File: config.mk
export PLATFORM = sky130hd
export DESIGN_NAME = enhanced_multijoy
export DESIGN_NICKNAME = d
export VERILOG_FILES = /design/src/rtl/enhanced_multijoy.sv
export SDC_FILE = /design/constraint.sdc
export NUM_CORES = 1
export LEC_CHECK = 0
export BUFFER_PORTS_ARGS = -buffer_cell sky130_fd_sc_hd__buf_2
export CORE_UTILIZATION = 39
export DETAILED_ROUTE_END_ITERATION = 10
export GPL_ROUTABILITY_DRIVEN = 0
export MAX_ROUTING_LAYER = met4
export SYNTH_ARGS = -nofsm -noshare
export SYNTH_HDL_FRONTEND = slang
export SYNTH_SLANG_ARGS = --single-unit
File: constraint.sdc
create_clock -name clock -period 1.35 [get_ports clock]
set_input_delay 0.2025 -clock clock [delete_from_list [all_inputs] [get_ports clock]]
set_output_delay 0.2025 -clock clock [all_outputs]
set_load 0.02 [all_outputs]
File: src/rtl/enhanced_multijoy.sv
// N-player joystick conditioner: two-flop sync, optional debounce (MULTIJOY_DEBOUNCE_EN),
// SOCD cleaning and per-player 8/4/2-way resolution with a change pulse.
module enhanced_multijoy #(
    parameter int N_PLAYERS       = 2,
    parameter int SOCD_UD         = 0,
    parameter int SOCD_LR         = 0,
    parameter int FOUR_WAY_POLICY = 0,
    parameter int TIE_AXIS        = 0,
    parameter int DEBOUNCE_CYCLES = 16
) (
    input  logic                   clock,
    input  logic                   reset,
    input  logic [4*N_PLAYERS-1:0] dirinput,
    input  logic [2*N_PLAYERS-1:0] mode,
    output logic [4*N_PLAYERS-1:0] diroutput,
    output logic [N_PLAYERS-1:0]   changed
);

    // Pair is {up,down} or {left,right}; newest_hi=1 means the first bit rose last.
    function automatic logic [1:0] socd_pair(input logic [1:0] bits, input int policy,
                                             input logic newest_hi);
        logic [1:0] res;
        res = bits;
        if (bits == 2'b11) begin
            case (policy)
                1:       res = 2'b10;
                2:       res = 2'b01;
                3:       res = newest_hi ? 2'b10 : 2'b01;
                default: res = 2'b00;
            endcase
        end
        return res;
    endfunction

    function automatic logic [3:0] four_way(input logic [3:0] c, input logic vert_last,
                                            input logic [3:0] prev);
        logic [3:0] newest;
        logic [3:0] res;
        newest = vert_last ? {c[3:2], 2'b00} : {2'b00, c[1:0]};
        res    = c;
        if ((|c[3:2]) && (|c[1:0])) begin
            case (FOUR_WAY_POLICY)
                1:       res = ((|prev) && !((|prev[3:2]) && (|prev[1:0]))) ? prev : newest;
                2:       res = {2'b00, c[1:0]};
                3:       res = {c[3:2], 2'b00};
                default: res = newest;
            endcase
        end
        return res;
    endfunction

    for (genvar p = 0; p < N_PLAYERS; p++) begin : g_player
        logic [3:0] sync_p0, sync_p1;
        logic [3:0] raw, raw_prev, rise_raw;
        logic [3:0] clean, clean_prev, resolved;
        logic [3:0] out_p2, out_prev;
        logic       changed_p2;
        logic       newest_ud, newest_lr, newest_ud_nx, newest_lr_nx;
        logic       axis_last, axis_last_nx, rise_v, rise_h;
        logic [1:0] act_mode, act_mode_nx;

`ifdef MULTIJOY_DEBOUNCE_EN
        localparam int CW = $clog2(DEBOUNCE_CYCLES + 1);
        logic [CW-1:0] cnt [4];
        logic [3:0]    accepted;

        // Debounce boundary: a bit is accepted after DEBOUNCE_CYCLES differing cycles.
        always_ff @(posedge clock) begin
            if (reset) begin
                accepted <= '0;
                for (int b = 0; b < 4; b++) cnt[b] <= '0;
            end else begin
                for (int b = 0; b < 4; b++) begin
                    if (sync_p1[b] == accepted[b]) begin
                        cnt[b] <= '0;
                    end else if (cnt[b] == CW'(DEBOUNCE_CYCLES - 1)) begin
                        accepted[b] <= sync_p1[b];
                        cnt[b]      <= '0;
                    end else begin
                        cnt[b] <= cnt[b] + CW'(1);
                    end
                end
            end
        end
        assign raw = accepted;
`else
        assign raw = sync_p1;
`endif

        always_comb begin
            rise_raw     = raw & ~raw_prev;
            newest_ud_nx = rise_raw[3] ? 1'b1 : (rise_raw[2] ? 1'b0 : newest_ud);
            newest_lr_nx = rise_raw[1] ? 1'b1 : (rise_raw[0] ? 1'b0 : newest_lr);
            clean        = {socd_pair(raw[3:2], SOCD_UD, newest_ud_nx),
                            socd_pair(raw[1:0], SOCD_LR, newest_lr_nx)};
            rise_v       = |(clean[3:2] & ~clean_prev[3:2]);
            rise_h       = |(clean[1:0] & ~clean_prev[1:0]);
            if (rise_v && rise_h)  axis_last_nx = (TIE_AXIS != 0);
            else if (rise_v)       axis_last_nx = 1'b1;
            else if (rise_h)       axis_last_nx = 1'b0;
            else                   axis_last_nx = axis_last;
            // A new mode only takes effect while the player is neutral.
            act_mode_nx  = (clean == 4'b0000) ? mode[2*p +: 2] : act_mode;
            case (act_mode_nx)
                2'b00:   resolved = clean;
                2'b01:   resolved = four_way(clean, axis_last_nx, out_p2);
                2'b10:   resolved = {2'b00, clean[1:0]};
                default: resolved = {clean[3:2], 2'b00};
            endcase
        end

        // Stages p0/p1 synchronise; stage p2 registers the resolved output.
        always_ff @(posedge clock) begin
            if (reset) begin
                sync_p0    <= '0;
                sync_p1    <= '0;
                raw_prev   <= '0;
                clean_prev <= '0;
                newest_ud  <= 1'b1;
                newest_lr  <= 1'b1;
                axis_last  <= (TIE_AXIS != 0);
                act_mode   <= 2'b00;
                out_p2     <= '0;
                out_prev   <= '0;
                changed_p2 <= 1'b0;
            end else begin
                sync_p0    <= dirinput[4*p +: 4];
                sync_p1    <= sync_p0;
                raw_prev   <= raw;
                clean_prev <= clean;
                newest_ud  <= newest_ud_nx;
                newest_lr  <= newest_lr_nx;
                axis_last  <= axis_last_nx;
                act_mode   <= act_mode_nx;
                out_p2     <= resolved;
                out_prev   <= out_p2;
                changed_p2 <= (out_p2 != out_prev);
            end
        end

        assign diroutput[4*p +: 4] = out_p2;
        assign changed[p]          = changed_p2;
    end

endmodule
==> results.yml, run 1 <==
outcome:
  status: "finished, violations left"
  violations: "negative setup slack"
power_and_ir_drop:
  power_density_mw_per_mm2: 1290
  p_leak_uw: 0.000905
  ir_drop_mv: 0.874
drt:
  vias_per_cell: 4.72
  drtAntennaViolNets: 0
  avgRoutedWirePerCell_um: 12.7
  dr_total_vias: 1152
  drt_pre_antenna_iters: 4
  dr.first_iter.drc_count: 36
  drc: 0
  routed_wl_um: 3090
yosys:
  synth-seq-area-share_pct: 55.4
  yosysTopAreaCell: "dfxtp_1"
  synth_area_per_cell_um2: 10.8
  synth-main-ff-cell: "dfxtp_1"
  ys_warn_count: 0
  syn-num-nets: 183
  synth.distinct_cells: 31
  synth_enable_flop_cells: 0
  yosys.area.top_type_share_pct: 55.4
  synthCells: 161
  yosysMostFrequentCell: "dfxtp_1"
  synthesis.area_mm2: 0.00174
  ys_ff_latch: 48
  synth.area.top_cells: "dfxtp_1 (55%), nor2b_1 (13%), ha_1 (5.8%)"
  asyncSetResetFlopFracSynth_pct: 0
  synth_common_cells: "dfxtp_1 (48), nor2b_1 (36), inv_1 (13), ha_1 (8), xnor2_1 (8)"
place:
  portBuffers: 23
  dp_hpwl_um: 1950
  place_area_mm2: 0.00195
  dp_slack_ns: -0.147
hold_path:
  hold_path_end: "g_player[1].sync_p0[0]"
  whs_path_depth: 2
  hold_path.class: "in2reg"
  min-delay-start: "dirinput[4]"
setup_path:
  regToRegSetupSlack_ns: -0.13
  slowest_delay_ns: 0.36
  end_kind: "flop"
  worstPathArrival_ns: 1.70
  worst_r2r_path_depth: 6
  r2r_start: "g_player[0].raw[2]"
  r2r-end: "g_player[0].out_p2[3]"
  required_ns: 1.58
  crit_slowest_cell: "dfxtp_4"
  worst-path-max-fanout: 3
  path_class: "reg2reg"
  worstPathCellList: "inv_2 -> ha_4 -> and4b_1 -> a31oi_1 -> a21bo_2 -> nor3b_2"
  crit_path_start_kind: "flop"
cells_and_area:
  multi_input_area_um2: 840
  final_nets: 215
  fillers: 370
  drive_gt1_share_pct: 40.2
  stdcell_area_mm2: 0.00223
  syn_to_final_growth_pct: 28.7
  seq_area_um2: 975
  n_antenna_cell: 0
global_routing:
  grt_max_degree: 25
  grt_pass1_vias: 1028
  track_usage_pct: 14.3
  overflow: 0
  grt_pass1_wl_um: 4670
  antenna_found_initial: 0
clock_tree:
  clk_pin_slew_ns: 0.09
  clk_latency_ns: 0.29
  clockBufferDepth: 2
  htreeDepth: 2
  root_buffer: "clkbuf_8"
  cts_num_sinks: 48
  cts_buffers: 5
  cts_tree: "yes"
  hold_buffers: 0
floorplan:
  die_w_um: 68.7
  coreArea_mm2: 0.00414
  initial_core_util_pct: 41.9
  io_pins: 24
  row_count: 23
  die_area_mm2: 0.00472
  die_h_um: 68.7
sta:
  worstMarginPinSlew_ns: 0.462
  period_minus_slack_ns: 1.48
  fmax_mhz: 676
  fin_skew_ns: 0.00633
  worst_slack_ns: -0.129
  rsz0062_at_grt: "yes"
  setup_viol: 6
  relSlewSlack_pct: 69.2
  maxSlewViolCount: 0
  hold_violations: 0
  timing.final.crit_share_pct: 110
job:
  maxCapViolCount: 0
[registers in the layout (all words and copies together), names as in the netlist]
signal               flops
g_player.raw             8
g_player.sync_p0         8
g_player.axis_last       2
g_player.clean_prev      8
g_player.changed_p2      2
g_player.out_p2          8
g_player.out_prev        8
g_player.act_mode        4
[worst max-delay path by stage]
stage / start / slack [ns] / endpoint
6_report: g_player[0].raw[2] / -0.13 / g_player[0].out_p2[3]
5_1_grt: g_player[0].raw[2] / -0.18 / g_player[0].out_p2[3]
4_1_cts: g_player[0].raw[2] / -0.07 / g_player[0].out_p2[3]
3_5_place_dp: g_player[0].raw[3] / -0.15 / g_player[0].out_p2[1]
3_3_place_gp: g_player[0].raw[3] / -0.12 / g_player[0].out_p2[3]
2_1_floorplan: g_player[1].raw[0] / 0.0004 / g_player[1].out_p2[2]
[cells in the final DEF, fill, tap and decap left out, drive strengths merged, types with 2 or more instances in the layout]
master | netlist | final
ha | 8 | 8
mux2i | 3 | 3
xnor2 | 8 | 8
clkbuf | 3 | 6
nand2b | 3 | 3
a21boi | 2 | 2
nor3b | 5 | 5
dfxtp | 48 | 48
buf | 4 | 32
nor2 | 6 | 6
inv | 13 | 13
o21ai | 2 | 2
a41oi | 2 | 2
nor2b | 36 | 36
nand2 | 4 | 4
[kinds of logic (layout without fill, tap and decap cells)]
| family | after synthesis | in the layout | share of synthesized area, % |
|---|---|---|---|
| AOI/OAI and AO/OA | 13 | 13 | 6.20 |
| xor gates and xnor gates | 8 | 8 | 4.04 |
| adders and majority gates | 8 | 8 | 5.77 |
| buffers and inverters | 20 | 53 | 4.90 |
| DFF | 48 | 48 | 55.4 |
| muxes | 4 | 4 | 2.38 |
| and+or+nand+nor | 60 | 60 | 21.3 |
[worst max-delay path, delay by kind of cell, from the launching register on]
kind | cells | cell delay [ns]
adders and majority gates | 1 | 0.23
buffers and inverters | 1 | 0.04
AOI/OAI and AO/OA | 2 | 0.42
and+or+nand+nor | 2 | 0.37
DFF | 1 | 0.36
[stage by stage]
step / power (µW) / util (%) / TNS [ns] / instances / hold WS [ns]
final: 2870 / 53.9 / -0.431 / 244 / 0.115
after CTS: 2860 / 51.7 / -0.229 / 242 / 0.104
after floorplan: 1700 / - / 0 / 161 / 0.281
after detailed placement: 1770 / 47.0 / -0.897 / 233 / 0.415
after global placement: 1760 / 47.0 / -0.583 / 233 / 0.409
after global routing: 3000 / 53.9 / -0.844 / 244 / 0.104
[layer usage]
layer  wire length, µm  part of all wire (%)  GRT usage [%]  up-vias
li1                  -                     -              -      577
met1              1380                    45           16.7      551
met2              1550                    50           21.8       20
met3               134                   4.3           4.28        4
met4                34                   1.1           7.91        0
met5                 0                     0              -        -
[layout make-up]
cell class | instances | area share, %
repair buffers | 32 | 8.35
flip-flops and latches | 48 | 43.6
clock inverters | 2 | 1.74
multi-input cells | 93 | 37.6
clock buffers | 6 | 3.70
inverters | 13 | 2.18
well taps | 50 | 2.80
[timing repair]
item / in CTS / in global routing
buffers inserted: 1 / 2
endpoints found under the hold margin: 0 / 0
gates resized for setup: 25 / 21
setup endpoints to repair: 10 / 11
pin swaps: 9 / 14
[report_power, final]
group | switching [µW] | internal (µW)
Combinational | 142 | 155
Sequential | 33.0 | 1470
Clock | 468 | 606
No activity file was read; power rests on OpenSTA's default activity.
==> inputs of run 2 (changes only) <==
--- a/config.mk
+++ b/config.mk
@@ -6,7 +6,9 @@
 export NUM_CORES = 1
 export LEC_CHECK = 0
 export BUFFER_PORTS_ARGS = -buffer_cell sky130_fd_sc_hd__buf_2
+export CORE_ASPECT_RATIO = 1.75
 export CORE_UTILIZATION = 39
+export CTS_CLUSTER_SIZE = 20
 export DETAILED_ROUTE_END_ITERATION = 10
 export GPL_ROUTABILITY_DRIVEN = 0
 export MAX_ROUTING_LAYER = met4
==> constraint.sdc (replaced) <==
create_clock -name clock -period 1.5 [get_ports clock]
set_input_delay 0.225 -clock clock [delete_from_list [all_inputs] [get_ports clock]]
set_output_delay 0.225 -clock clock [all_outputs]
set_load 0.02 [all_outputs]
==> results.yml, run 2 (synthesis gave the netlist of run 1 again) <==
power_and_ir_drop:
  power_density_mw_per_mm2: 1120
  power.total_uw: 2350
  ir_drop_mv: 0.801
  p_leak_uw: 0.000848
global_routing:
  grt_pass1_wl_um: 4840
  grt_pass1_vias: 1204
  track_usage_pct: 14.4
  antenna_found_initial: 0
  grt_max_degree: 25
  overflow: 0
floorplan:
  row_count: 31
  die_area_mm2: 0.00473
  initial_core_util_pct: 41.4
  die_h_um: 90.2
  coreArea_mm2: 0.00419
  io_pins: 24
  die_w_um: 52.4
cells_and_area:
  drive_gt1_share_pct: 29.3
  syn_to_final_growth_pct: 20.7
  final_common_cell: "dfxtp_1"
  mostFrequentLayoutCells: "dfxtp_1 (45), nor2b_1 (35), buf_2 (23)"
  n_antenna_cell: 0
  fin_util_pct: 50.0
  final_nets: 212
  final_cells: 240
setup_path:
  required_ns: 1.73
  worst_r2r_path_depth: 6
  slowest_delay_ns: 0.34
  r2r-end: "g_player[0].out_p2[3]"
  crit_slowest_cell: "dfxtp_2"
  regToRegSetupSlack_ns: 0.03
  worstPathCellList: "buf_6 -> ha_4 -> and4b_1 -> a31oi_1 -> a21bo_2 -> nor3b_2"
  path_class: "reg2reg"
  worst-path-max-fanout: 4
  worstPathArrival_ns: 1.69
  r2r_start: "g_player[0].raw[3]"
  crit_path_start_kind: "flop"
  end_kind: "flop"
drt:
  dr_wl_met3_um: 90
  drt_pre_antenna_iters: 4
  vias_per_cell: 4.67
  wl_met2_um: 1690
  dr_total_vias: 1120
  top_layer_used: "met4"
  avgRoutedWirePerCell_um: 12.3
  dr.first_iter.drc_count: 14
  routed_wl_um: 2960
  drc: 0
  met1_length_um: 1120
  drtAntennaViolNets: 0
place:
  dp_slack_ns: -0.106
  portBuffers: 23
  dp_hpwl_um: 2080
  dp_cells: 228
outcome:
  status: "finished clean"
sta:
  worst_slack_ns: 0.0334
  rsz0062_at_grt: "yes"
  fmax_mhz: 682
  relSlewSlack_pct: 69.3
  period_minus_slack_ns: 1.47
  maxSlewViolCount: 0
  setup_viol: 0
  fin_setup_tns_ns: 0
  fin_skew_ns: 0.00475
  worstMarginPinSlew_ns: 0.461
  hold_violations: 0
  timing.final.crit_share_pct: 97.8
clock_tree:
  cts_buffers: 5
  clk_latency_ns: 0.30
  root_buffer: "clkbuf_8"
  clockBufferDepth: 2
  hold_buffers: 0
  htreeDepth: 2
  cts_num_sinks: 48
  clk_pin_slew_ns: 0.09
  cts_tree: "yes"
hold_path:
  hold_path_end: "g_player[0].sync_p0[3]"
  whs_path_depth: 2
  hold_path.class: "in2reg"
  min-delay-start: "dirinput[3]"
job:
  maxCapViolCount: 0
==> run 2: cell count changes in the layout (fill, tap and decap cells not counted), moves of 3 or more <==
cell / previous run / this run
inv_2: 5 / 0
inv_1: 8 / 13
buf_4: 8 / 5
dfxtp_1: 41 / 45
ha_1: 2 / 5
==> run 2: cell type report <==
class	instances	area (µm²)
clock buffers	5	68.8
clock inverters	3	23.8
fillers	396	2090
inverters	13	48.8
multi-input cells	93	763
flip-flops and latches	48	965
well taps	49	61.3
repair buffers	29	164
==> run 2: through the flow <==
stage | instance area [µm²] | hold slack [ns]
2_1_floorplan | 1740 | 0.304
3_3_place_gp | 1890 | 0.420
3_5_place_dp | 1890 | 0.424
4_1_cts | 2030 | 0.123
5_1_grt | 2090 | 0.125
6_report | 2090 | 0.131
==> run 2: metal layers <==
layer,vias to the layer above,global-route usage [%]
met5,-,-
met4,0,7.24
met3,6,4.06
met2,19,27.1
met1,528,11.6
li1,567,-
==> run 2: how the worst max path moves through the flow <==
stage                             from                     to  depth (start not counted)
floorplan           g_player[0].raw[2]  g_player[0].out_p2[3]                          6
global placement    g_player[0].raw[3]  g_player[0].out_p2[1]                          6
detailed placement  g_player[0].raw[0]  g_player[0].out_p2[1]                          6
global route        g_player[0].raw[3]  g_player[0].out_p2[3]                          6
CTS                 g_player[0].raw[3]  g_player[0].out_p2[1]                          6
finish              g_player[0].raw[3]  g_player[0].out_p2[3]                          6
==> run 2: critical path, delay by kind of cell, from the launching register on <==
| family | cells | cell delay [ns] |
|---|---|---|
| compound gates | 2 | 0.36 |
| flops | 1 | 0.34 |
| buf+inv | 1 | 0.11 |
| fa+ha+maj | 1 | 0.24 |
| simple gates | 2 | 0.33 |
==> run 2: what timing repair did <==
item	in CTS	in global routing
pin swaps	2	9
buffers inserted	2	2
gates resized for setup	4	17
endpoints found under the setup margin	3	9
==> run 2: power breakdown <==
part	switching, µW	total [µW]	internal [µW]
clock network	432	762	330
registers	26.9	1350	1330
logic	116	238	122
==> inputs of run 3 (changes only) <==
--- a/config.mk
+++ b/config.mk
@@ -8,6 +8,7 @@
 export BUFFER_PORTS_ARGS = -buffer_cell sky130_fd_sc_hd__buf_2
 export CORE_ASPECT_RATIO = 1.75
 export CORE_UTILIZATION = 39
+export CTS_BUF_LIST = sky130_fd_sc_hd__clkbuf_16
 export CTS_CLUSTER_SIZE = 20
 export DETAILED_ROUTE_END_ITERATION = 10
 export GPL_ROUTABILITY_DRIVEN = 0
==> results.yml, run 3 (synthesis gave the netlist of run 1 again) <==
drt:
  drt_pre_antenna_iters: 4
  avgRoutedWirePerCell_um: 12.3
  vias_per_cell: 4.74
  drtAntennaViolNets: 0
  dr_total_vias: 1132
  dr.first_iter.drc_count: 29
  routed_wl_um: 2940
  drc: 0
outcome:
  violations: "negative setup slack"
  status: "finished, violations left"
clock_tree:
  cts_buffers: 5
  cts_num_sinks: 48
  root_buffer: "clkbuf_16"
  clk_latency_ns: 0.29
  hold_buffers: 0
  htreeDepth: 2
  clk_pin_slew_ns: 0.06
  clockBufferDepth: 2
  cts_tree: "yes"
place:
  portBuffers: 23
  dp_hpwl_um: 2080
  dp_slack_ns: -0.106
cells_and_area:
  syn_to_final_growth_pct: 23.4
  final_common_cell: "dfxtp_1"
  drive_gt1_share_pct: 28.4
  mostFrequentLayoutCells: "dfxtp_1 (45), nor2b_1 (35), buf_2 (23)"
  n_antenna_cell: 0
  fillers: 388
  final_nets: 211
sta:
  timing.final.crit_share_pct: 100
  period_minus_slack_ns: 1.51
  rsz0062_at_grt: "yes"
  whs_ns: 0.146
  fin_skew_ns: 0.00458
  hold_violations: 0
  worst_slack_ns: -0.00563
  setup_viol: 1
  maxSlewViolCount: 0
  worstMarginPinSlew_ns: 0.454
  fmax_mhz: 664
  relSlewSlack_pct: 69.7
setup_path:
  worstPathArrival_ns: 1.72
  crit_path_start_kind: "flop"
  end_kind: "flop"
  worst-path-max-fanout: 4
  r2r-end: "g_player[0].out_p2[3]"
  path_class: "reg2reg"
  worst_r2r_path_depth: 6
  required_ns: 1.71
  regToRegSetupSlack_ns: -0.006
  r2r_start: "g_player[0].raw[3]"
floorplan:
  die_h_um: 90.2
  io_pins: 24
  row_count: 31
  die_area_mm2: 0.00473
  coreArea_mm2: 0.00419
  die_w_um: 52.4
  initial_core_util_pct: 41.4
hold_path:
  hold_path_end: "g_player[0].sync_p0[2]"
  min-delay-start: "dirinput[2]"
  hold_path.class: "in2reg"
  whs_path_depth: 2
global_routing:
  grt_pass1_wl_um: 4820
  track_usage_pct: 14.6
  overflow: 0
  grt_pass1_vias: 1198
  antenna_found_initial: 0
  grt_max_degree: 25
power_and_ir_drop:
  p_leak_uw: 0.000870
  ir_drop_mv: 0.975
  power_density_mw_per_mm2: 1250
job:
  maxCapViolCount: 0
[run 3: cell count changes in the layout (fill, tap and decap cells not counted)]
cell and change:
clkbuf_16 +5, clkbuf_8 -5, buf_4 -1, ha_1 +1, ha_2 -1
[run 3: how the worst max path moves through the flow]
| stage | slack, ns | endpoint | depth (start not counted) | start |
|---|---|---|---|---|
| global route | -0.06 | g_player[0].out_p2[3] | 6 | g_player[0].raw[3] |
| detailed placement | -0.11 | g_player[0].out_p2[1] | 6 | g_player[0].raw[0] |
| floorplan | 0.09 | g_player[0].out_p2[3] | 6 | g_player[0].raw[2] |
| global placement | -0.02 | g_player[0].out_p2[1] | 6 | g_player[0].raw[3] |
| finish | -0.006 | g_player[0].out_p2[3] | 6 | g_player[0].raw[3] |
| CTS | 0.008 | g_player[0].out_p2[1] | 6 | g_player[0].raw[3] |
[run 3: area by class of cell]
class / count / area [µm²] / area share, %
well taps: 49 / 61.3 / 2.86
multi-input cells: 93 / 761 / 35.5
inverters: 13 / 48.8 / 2.28
clock buffers: 5 / 125 / 5.84
clock inverters: 3 / 23.8 / 1.11
flip-flops and latches: 48 / 965 / 45.1
repair buffers: 28 / 156 / 7.31
[run 3: metal layers]
| layer | vias to the layer above | routed length, µm | global-route usage, % |
|---|---|---|---|
| li1 | 567 | - | - |
| met1 | 539 | 1090 | 11.6 |
| met2 | 19 | 1670 | 26.3 |
| met3 | 7 | 92 | 4.06 |
| met4 | 0 | 90 | 9.87 |
| met5 | - | 0 | - |
[run 3: stage by stage]
stage          util, %  instance area, µm²  total power (µW)  std cells  setup TNS [ns]
3_3_place_gp      45.1                1890              1570        228         -0.0162
3_5_place_dp      45.1                1890              1580        228          -0.125
2_1_floorplan        -                1740              1520        161               0
4_1_cts           49.5                2070              2680        237               0
6_report          51.1                2140              2680        239        -0.00563
5_1_grt           51.1                2140              2780        239          -0.146
[run 3: power by group]
group / internal [µW] / total [µW] / switching [µW]
Combinational: 118 / 233 / 114
Sequential: 1330 / 1350 / 26.7
Clock: 619 / 1090 / 471
[run 3: timing repair]
item | in CTS | in global routing
hold endpoints to repair | 0 | 0
setup endpoints to repair | 2 | 8
buffers inserted | 1 | 2
pin swaps | 2 | 9
gates resized for setup | 3 | 17
[run 3: critical path: stages, from the launching register on]
cell     delay [ns]
dfxtp_2        0.33
buf_6          0.11
ha_4           0.24
and4b_1        0.17
a31oi_1        0.14
a21bo_2        0.25
nor3b_2        0.18
